===== src/rtl/work_time_monitor.sv =====
// Accumulates operating seconds while the hood is in an active gear, drives an hh:mm BCD display
// and raises a cleaning reminder once the accumulated time reaches a loadable limit.
module work_time_monitor #(
  parameter int unsigned TICKS_PER_SEC = 100_000_000,
  parameter logic [31:0] DEFAULT_LIMIT = 32'd36000
) (
  input  logic        clk,
  input  logic        rst_n,
  input  logic [2:0]  state_in,
  input  logic        clean_done,
  input  logic [31:0] limit_in,
  input  logic        limit_load,
  output logic [31:0] work_time,
  output logic        sec_tick,
  output logic [7:0]  hh_bcd,
  output logic [7:0]  mm_bcd,
  output logic        reminder
);

  localparam int PW = (TICKS_PER_SEC > 1) ? $clog2(TICKS_PER_SEC) : 1;
  localparam logic [PW-1:0] PMAX = PW'(TICKS_PER_SEC - 1);

  logic [PW-1:0] presc;
  logic [5:0]    sec_cnt;
  logic [31:0]   limit;
  logic          active;
  logic          wrap;
  logic          disp_full;

  assign active    = (state_in == 3'd1) || (state_in == 3'd2) || (state_in == 3'd3);
  assign wrap      = active && (presc == PMAX);
  assign disp_full = (hh_bcd == 8'h99) && (mm_bcd == 8'h59) && (sec_cnt == 6'd59);

  function automatic logic [7:0] bcd_inc(input logic [7:0] v);
    if (v[3:0] == 4'd9) return {v[7:4] + 4'd1, 4'd0};
    else                return v + 8'd1;
  endfunction

  always_ff @(posedge clk) begin
    if (!rst_n) begin
      presc     <= '0;
      work_time <= '0;
      sec_cnt   <= '0;
      hh_bcd    <= 8'h00;
      mm_bcd    <= 8'h00;
      sec_tick  <= 1'b0;
      reminder  <= 1'b0;
      limit     <= DEFAULT_LIMIT;
    end else begin
      // A zero limit would assert the reminder permanently, so it is dropped.
      if (limit_load && (limit_in != 32'd0)) limit <= limit_in;

      if (clean_done) begin
        presc     <= '0;
        work_time <= '0;
        sec_cnt   <= '0;
        hh_bcd    <= 8'h00;
        mm_bcd    <= 8'h00;
        sec_tick  <= 1'b0;
        reminder  <= 1'b0;
      end else begin
        sec_tick <= wrap;
        if (active) presc <= wrap ? '0 : presc + PW'(1);

        if (wrap) begin
          if (work_time != 32'hFFFF_FFFF) work_time <= work_time + 32'd1;
          // The display stops at 99:59:59 while work_time keeps running.
          if (!disp_full) begin
            if (sec_cnt == 6'd59) begin
              sec_cnt <= '0;
              if (mm_bcd == 8'h59) begin
                mm_bcd <= 8'h00;
                hh_bcd <= bcd_inc(hh_bcd);
              end else begin
                mm_bcd <= bcd_inc(mm_bcd);
              end
            end else begin
              sec_cnt <= sec_cnt + 6'd1;
            end
          end
        end

        if (work_time >= limit) reminder <= 1'b1;
      end
    end
  end

endmodule


===== config.mk =====
export PLATFORM = sky130hd
export DESIGN_NAME = work_time_monitor
export DESIGN_NICKNAME = d
export VERILOG_FILES = /design/src/rtl/work_time_monitor.sv
export SDC_FILE = /design/constraint.sdc
export NUM_CORES = 1
export LEC_CHECK = 0
export CAP_MARGIN = 20
export CORE_ASPECT_RATIO = 1.5
export CORE_MARGIN = 8
export CORE_UTILIZATION = 50
export DETAILED_ROUTE_END_ITERATION = 7
export PLACE_DENSITY = 0.84
export SYNTH_ARGS = -nofsm -noshare
export SYNTH_HDL_FRONTEND = slang
export SYNTH_SLANG_ARGS = --single-unit

===== constraint.sdc =====
create_clock -name clk -period 2.1 [get_ports clk]
set_input_delay 0.525 -clock clk [delete_from_list [all_inputs] [get_ports clk]]
set_output_delay 0.525 -clock clk [all_outputs]
set_load 0.02 [all_outputs]

# == Word level (Yosys, flattened, before mapping) ==
# Cells that the tools add are included.
# classes
addsub,7
n_mul,0
div_mod_pow,0
n_lt_le_gt_ge,1
n_eq_ne,10
shift,0
mux,5
bitwise_logic,2
n_reduce_logical,12
# op_table
cell,count
$add A32 B1 Y32 const B,1
$ge A32 B32 Y1,1
$ne A32 B32 Y1 const B,1
$reduce_bool A32 Y1,1
$add A27 B1 Y27 const B,1
$eq A27 B27 Y1 const B,1
$mux W27,1
$mux W8,3
$add A8 B1 Y8 const B,2
$add A4 B1 Y4 const B,2
$eq A4 B4 Y1 const B,2
$eq A8 B7 Y1 const B,1
$eq A8 B8 Y1 const B,1
$add A6 B1 Y6 const B,1
$eq A3 B2 Y1 const B,2
$eq A6 B6 Y1 const B,1
$mux W6,1
$logic_and A1 B1 Y1,4
$reduce_and A2 Y1,2
$reduce_and A4 Y1,1
$eq A3 B1 Y1 const B,1
$reduce_and A3 Y1,1
$logic_or A1 B1 Y1,2
$not A1 Y1,2
$reduce_or A2 Y1,1
# word_totals
regBits,115
latchBits,0
ram_bits,0
mem_bits_ro,0
inputBits,39
out_inout_bits,50
word_cells,45
memories,0

# == Depth between registers and ports, before layout ==
# Gate-level depths: netlist (run 1).
# depth
word_depth,5
depth_mapped,10

# == Worst setup path before layout (run 1) ==
# No wires, ideal clock.
# synth_path
kind,reg2reg
from,register mm_bcd[1]
to,register mm_bcd[1]
setup_ns,0.135
arrival_ns,2.146
path_slack_ns,-0.181
path_stages_with_launch,11
path_buffers,3
period_less_slack_ns,2.281
cell_sequence,dfxtp_1 > inv_1 > ha_1 > and3b_1 > clkbuf_1 > and4_1 > clkbuf_1 > and3_1 > clkbuf_1 > o311ai_0 > o41ai_1
# synth_between
elab_chain_len,5
word_cells_on_any_way,9
cone_classes,add/sub (1); eq/ne (2); mux (2); bitwise (1); reduce/logical (3)
# synth_lines
item,line_no,source
start: declaration,16,"output logic [7:0] mm_bcd,"
start signal: assignment,75,mm_bcd <= bcd_inc(mm_bcd);
"parallel branches: the longest is 5 deep, another holds $add A8 B1 Y8",n/a,
# Parallel ways; which one is timed is not known.
# A chain may end at the register's enable or synchronous reset.

# == Worst setup path in the final report (run 1) ==
# layout_path
from,register presc[17]
to,register mm_bcd[6]
# layout_between
elab_chain_len,3
# layout_lines
item,line_no,source
start: declaration,23,logic [PW-1:0] presc;
start signal: assignment,63,if (active) presc <= wrap ? '0 : presc + PW'(1);
$eq A27 B27 Y1,31,assign wrap = active && (presc == PMAX);
$logic_and A1 B1 Y1,31,
$reduce_and A3 Y1 (no source line),n/a,
# Every way passes these cells.

==> out/results.tsv, run 1 <==
metric	value	unit
avgViaCountPerCell	6.662	
grt-busiest-layer	met2	
hpwl	14130	um
p_leak	4.322	nW
skew	0.01023	ns
finalCritPeriodShare	119.4	%
path_common_cell	buf_4	
ys_warn_count	0	
r2r_cells	8	
grt_use_met2	47.52	%
start_util	50.71	%
regArea	2325	um^2
drive_above_1_share	30.37	%
crit_path_max_incr_delay	0.47	ns
synth_cell_types	59	
diodes	0	
use_met3	5.418	%
dpl_cell_area	8472	um^2
crit_buf_inv	3	
cts.path.max_buffers	2	
cts.sink_count	115	
die_w	109.1	um
cts_tree	yes	
fmax	0.3989	GHz
min_path_type	input pin to flip-flop	
cp_slowest_cell	or4_4	
track_usage	26.36	%
min_period	2.507	ns
worst-setup-path-type	flip-flop to flip-flop	
synth_edf_count	0	
syn_inst	756	
synth.avg_cell_area	8.603	um^2
coreArea	12830	um^2
power.density	555.8	nW/um^2
violations	negative setup slack	
io_pins	89	
report.final.slew_viol_count	0	
holdPathEnd	limit[21]	
synthArstFlopShare	0	%
rsz0062_at_grt	true	
die_area	16990	um^2
syn-num-nets	836	
drcViolationCount	0	
grt_antenna_before_repair	0	
multi_input_area	4608	um^2
ys_seq_elements	115	
worstPathMaxFanout	5	
clk_latency	0.43	ns
numPortBuffers	88	
gr-usage-met1	26.21	%
setup_viol_count_final	69	
tightest_slew	0.6114	ns
ys.flop_type	dfxtp_1	
cts_buffers	17	
min_from	limit_in[21]	
cp-end-kind	flip-flop	
crit_arrival	2.81	ns
place_ws	-0.5535	ns
ff2ff_setup_slack	-0.41	ns
path_delay_family	simple AND/OR/NAND/NOR gates	
final_common_cell	buf_4	
dp.cells	1095	
grt_pass1_wl	35680	um
startpoint_type	flip-flop	
reg2reg_from	presc[17]	
wl_per_cell	23.91	um
first_pass_iters	6	
num-nets-final	1058	
htreeDepth	4	
final_hold_viol_count	0	
gp_congestion	0.8860	
slew_headroom	58.86	%
areaGrowthSynthToFinish	57.66	%
grt_max_degree	33	
final_cell_mix	buf_4, dfxtp_1, nand2_1, clkdlybuf4s50_1, inv_1	
min_path_cells	3	
gr-total-overflow	0	
cts.clk_slew.worst_paths	0.05	ns
crit_required	2.40	ns
path_cells	buf_4, or4_4, nor4_4, buf_4, nand3_4, buf_6, o31ai_2, a21oi_2	
drt_iter0_markers	696	
dr_total_vias	7661	
grt_pass1_vias	7281	
fin_area	10250	um^2
run_status	complete, but fails checks	
die_h	155.7	um
finalNonFillerCells	1150	
fillers	640	
r2r-end	mm_bcd[6]	
yosysSeqAreaShare	35.40	%
wl	27490	um
layout_setup_ws	-0.4071	ns
vdd_drop_max	0.4777	mV
cap_violations	0	
antenna_left	0	
netlist_area	6504	um^2
fp-row-count	51	
ctsRootBufferMaster	clkbuf_16	
-- synth_stat cells, types with 2 or more instances --
| cell type | number | area [um^2] |
|---|---|---|
| o31ai_1 | 26 | 195.2 |
| nor4_1 | 24 | 150.1 |
| a211oi_1 | 2 | 15.01 |
| nand2b_1 | 11 | 68.82 |
| o311ai_0 | 10 | 87.58 |
| nand3_1 | 34 | 170.2 |
| ha_1 | 41 | 513.0 |
| a21oi_1 | 48 | 240.2 |
| a41o_1 | 3 | 30.03 |
| xnor2_1 | 18 | 157.7 |
| nor4bb_1 | 2 | 20.02 |
| nand2_1 | 54 | 202.7 |
| and2_1 | 4 | 25.02 |
| buf_2 | 9 | 45.04 |
| o21ai_0 | 14 | 70.07 |
| nand4_1 | 31 | 193.9 |
| nor2_1 | 38 | 142.6 |
| o211ai_1 | 3 | 22.52 |
| or4_1 | 23 | 172.7 |
| nand4b_1 | 3 | 26.28 |
| dfxtp_1 | 115 | 2302 |
| a21o_1 | 4 | 30.03 |
| and3b_1 | 3 | 26.28 |
| or3_1 | 9 | 56.30 |
| and4_1 | 8 | 70.07 |
| nand3b_1 | 2 | 15.01 |
| nor2b_1 | 29 | 181.4 |
| or2_2 | 2 | 12.51 |
| nor4b_2 | 2 | 30.03 |
| nor3_1 | 15 | 75.07 |
| inv_1 | 47 | 176.4 |
| a31oi_1 | 6 | 37.54 |
| o41ai_1 | 9 | 78.83 |
| nor4_2 | 2 | 25.02 |
| mux2i_1 | 39 | 390.4 |
| and3_1 | 17 | 106.4 |
| xor2_1 | 6 | 52.55 |
| clkbuf_1 | 22 | 82.58 |
-- layer usage --
layer,routed length [um],vias to the layer above
li1,-,3283
met5,0,-
met3,2360,200
met1,8942,3617
met4,1971,0
met2,14220,561
-- stage by stage --
stage	hold WS, ns	utilization (%)	power [mW]	TNS, ns
3_3_place_gp	0.4586	66.05	2.628	-37.72
2_1_floorplan	0.4446	-	2.451	-0.008141
4_1_cts	0.4871	74.67	5.596	-0.4088
3_5_place_dp	0.4680	66.05	2.640	-42.39
5_1_grt	0.4807	79.94	5.804	-18.12
6_report	0.4485	79.94	5.699	-15.16
-- worst max-delay path by stage --
stage / from / endpoint / slack [ns] / cells past startpoint
6_report: presc[17] / mm_bcd[6] / -0.41 / 8
5_1_grt: presc[11] / work_time[7] / -0.40 / 7
4_1_cts: presc[17] / sec_cnt[2] / -0.06 / 7
3_5_place_dp: limit_in[24] / limit[20] / -0.55 / 7
3_3_place_gp: limit_in[24] / limit[5] / -0.48 / 7
2_1_floorplan: state_in[2] / sec_cnt[2] / -0.003 / 7
-- flip-flops by register name, summed over array words and instances, names as in the netlist --
register and flops:
limit 32, reminder 1, presc 27, sec_tick 1
work_time 32, sec_cnt 6, hh_bcd 8, mm_bcd 8
-- report_power, final --
part / switching [mW] / internal [mW] / total (mW)
sequential: 0.0246 / 2.22 / 2.24
combinational: 0.220 / 0.228 / 0.449
clock: 1.06 / 1.95 / 3.01
total: 1.31 / 4.39 / 5.70
-- cell families (layout without fill, tap and decap cells) --
group	count (synthesis)	in the layout	synth area share, %
flops	115	115	35.40
buf+inv	79	314	4.848
mux	39	39	6.002
compound gates	137	137	13.97
fa+ha+maj	41	41	7.888
simple gates	321	321	28.66
xor+xnor	24	24	3.232
-- area by class of cell --
cell class | count | area share (%)
clock inverters | 10 | 1.269
well taps | 159 | 1.940
multi-input cells | 562 | 44.94
repair buffers | 235 | 22.83
inverters | 47 | 1.721
clock buffers | 22 | 4.625
flip-flops and latches | 115 | 22.67
-- repair_timing --
| action | CTS | global route |
|---|---|---|
| cloned | 4 | 3 |
| pin swaps | 25 | 56 |
| hold buffers | 0 | 0 |
| resized for setup | 83 | 133 |
| setup endpoints to repair | 91 | 111 |
| buffers inserted | 9 | 7 |
-- worst register-to-register path, cell delays in order, from the launching register on --
cell and delay (ns):
dfxtp_2 0.33, buf_4 0.14, or4_4 0.47, nor4_4 0.43, buf_4 0.23, nand3_4 0.17
buf_6 0.21, o31ai_2 0.31, a21oi_2 0.10
Note: power is estimated with default switching activity, not from simulation.
==> inputs of run 2 (changes only) <==
--- a/config.mk
+++ b/config.mk
@@ -5,9 +5,7 @@
 export SDC_FILE = /design/constraint.sdc
 export NUM_CORES = 1
 export LEC_CHECK = 0
-export CAP_MARGIN = 20
 export CORE_ASPECT_RATIO = 1.5
-export CORE_MARGIN = 8
 export CORE_UTILIZATION = 50
 export DETAILED_ROUTE_END_ITERATION = 7
 export PLACE_DENSITY = 0.84
==> run 2 against run 1 <==
  * The flow still finishes with violations (negative setup slack)
  * Setup slack better by 0.18 ns
  * Clock-buffer cell count grew 2
  * Sequential share of layout area rose by 0.88 points
  * Non-clock buffer count up 3
  * Utilization decreased by 1.8 points
  * Worst hold slack improved by 0.0075 ns
  * First-iteration DRC count increased by 7.3%
  * Sequential power hardly changed
  * Flip-flop and latch count stayed put
  * Global-route usage is 5.0 points higher
  * Critical path depth decreased by 2
  * Via count is 3.4% lower
  * Critical path type unchanged
  * Largest cell class unchanged
  * Largest power group unchanged
==> out/results.tsv, run 2 (synthesis gave the netlist of run 1 again) <==
metric	value	unit
min_period	2.328	ns
grt_max_degree	33	
min_path_type	input pin to flip-flop	
crit_required	2.45	ns
areaGrowthSynthToFinish	51.04	%
grt_pass1_vias	7021	
r2r-end	work_time[4]	
cp-end-kind	flip-flop	
first_pass_iters	5	
grt_antenna_before_repair	0	
skew	0.007935	ns
fp-row-count	50	
die_h	141.7	um
fin_area	9823	um^2
clk_latency	0.43	ns
num-nets-final	1061	
avgViaCountPerCell	6.434	
power.density	573.4	nW/um^2
wl	24020	um
ctsRootBufferMaster	clkbuf_16	
r2r_cells	6	
slew_headroom	56.53	%
numPortBuffers	88	
cts_tree	yes	
io_pins	89	
diodes	0	
min_from	limit_in[28]	
rsz0062_at_grt	true	
ctsHoldBuffers	0	
cts.sink_count	115	
reg2reg_from	presc[24]	
cts_buffers	17	
fmax	0.4296	GHz
gr-total-overflow	0	
ff2ff_setup_slack	-0.23	ns
setup_viol_count_final	33	
dr_total_vias	7399	
hpwl	13640	um
grt_pass1_wl	33090	um
htreeDepth	4	
startpoint_type	flip-flop	
gp_congestion	0.8595	
path_cells	and4bb_2, nand3_1, or3_4, buf_6, or4_1, a21oi_1	
track_usage	31.33	%
antenna_left	0	
worstPathMaxFanout	6	
use_met3	6.752	%
drt_iter0_markers	747	
final_hold_viol_count	0	
top_regs	limit: 32 flops, work_time: 32 flops, presc: 27 flops	
coreArea	12570	um^2
crit_arrival	2.68	ns
final_common_cell	buf_4	
min_path_cells	3	
violations	negative setup slack	
vdd_drop_max	0.4198	mV
run_status	complete, but fails checks	
dpl_cell_area	8508	um^2
finalCritPeriodShare	110.9	%
cap_violations	0	
cts.path.max_buffers	2	
layout_setup_ws	-0.2279	ns
gr-usage-met1	32.00	%
cp_slowest_cell	or4_1	
grt-busiest-layer	met2	
place_ws	-0.5722	ns
start_util	51.72	%
holdWs	0.4560	ns
cts.clk_slew.worst_paths	0.06	ns
report.final.slew_viol_count	0	
crit_path_max_incr_delay	0.55	ns
drcViolationCount	0	
wl_per_cell	20.89	um
drive_above_1_share	26.26	%
holdPathEnd	limit[28]	
tightest_slew	0.6461	ns
final_cell_mix	buf_4, dfxtp_1, clkdlybuf4s50_1, nand2_1, inv_1	
die_w	95.12	um
die_area	13480	um^2
grt_use_met2	56.24	%
worst-setup-path-type	flip-flop to flip-flop	
p_leak	3.994	nW
## run 2: through the flow
step,utilization [%],total power [mW],instances,TNS [ns]
after global routing,78.12,5.759,1150,-5.432
after detailed placement,67.66,2.641,1099,-43.76
after global placement,67.66,2.627,1099,-34.54
after floorplan,-,2.451,756,-0.008141
after CTS,74.16,5.551,1140,-0.5566
final,78.12,5.633,1150,-2.392
## run 2: worst max-delay path by stage
stage | depth (start not counted) | to | from | slack, ns
3_5_place_dp | 8 | limit[4] | limit_in[24] | -0.57
6_report | 6 | work_time[4] | presc[24] | -0.23
2_1_floorplan | 7 | sec_cnt[2] | state_in[2] | -0.003
4_1_cts | 7 | work_time[24] | presc[11] | -0.08
3_3_place_gp | 7 | work_time[19] | state_in[1] | -0.41
5_1_grt | 7 | work_time[4] | presc[17] | -0.29
## run 2: per-layer routing
layer	vias to the layer above	part of all wire (%)
li1	3284	-
met5	-	0
met3	181	6.8
met2	467	52
met1	3467	34
met4	0	7.8
## run 2: report_power, final
part	internal [mW]	switching, mW	total (mW)
clock	1.90	1.07	2.97
sequential	2.22	0.0242	2.24
combinational	0.219	0.200	0.419
total	4.34	1.29	5.63
## run 2: critical path, delay by kind of cell, from the launching register on
kind | cells | cell delay [ns]
compound gates | 1 | 0.17
buf+inv | 1 | 0.15
simple gates | 4 | 1.52
flops | 1 | 0.40
## run 2: layout make-up
cell class                 count  area [um^2]
inverter                      47        176.4
timing repair buffer         238         2213
tap                          156        195.2
clock inverter                 8        97.59
fill                         715         2751
clock buffer                  24        503.0
sequential                   115         2313
multi-input combinational    562         4324
## run 2: what timing repair did
action / in CTS / in global routing
resized for setup: 44 / 92
cloned: 4 / 2
pin swaps: 25 / 28
endpoints found under the hold margin: 0 / 0
setup endpoints to repair: 79 / 114
buffers inserted: 5 / 8
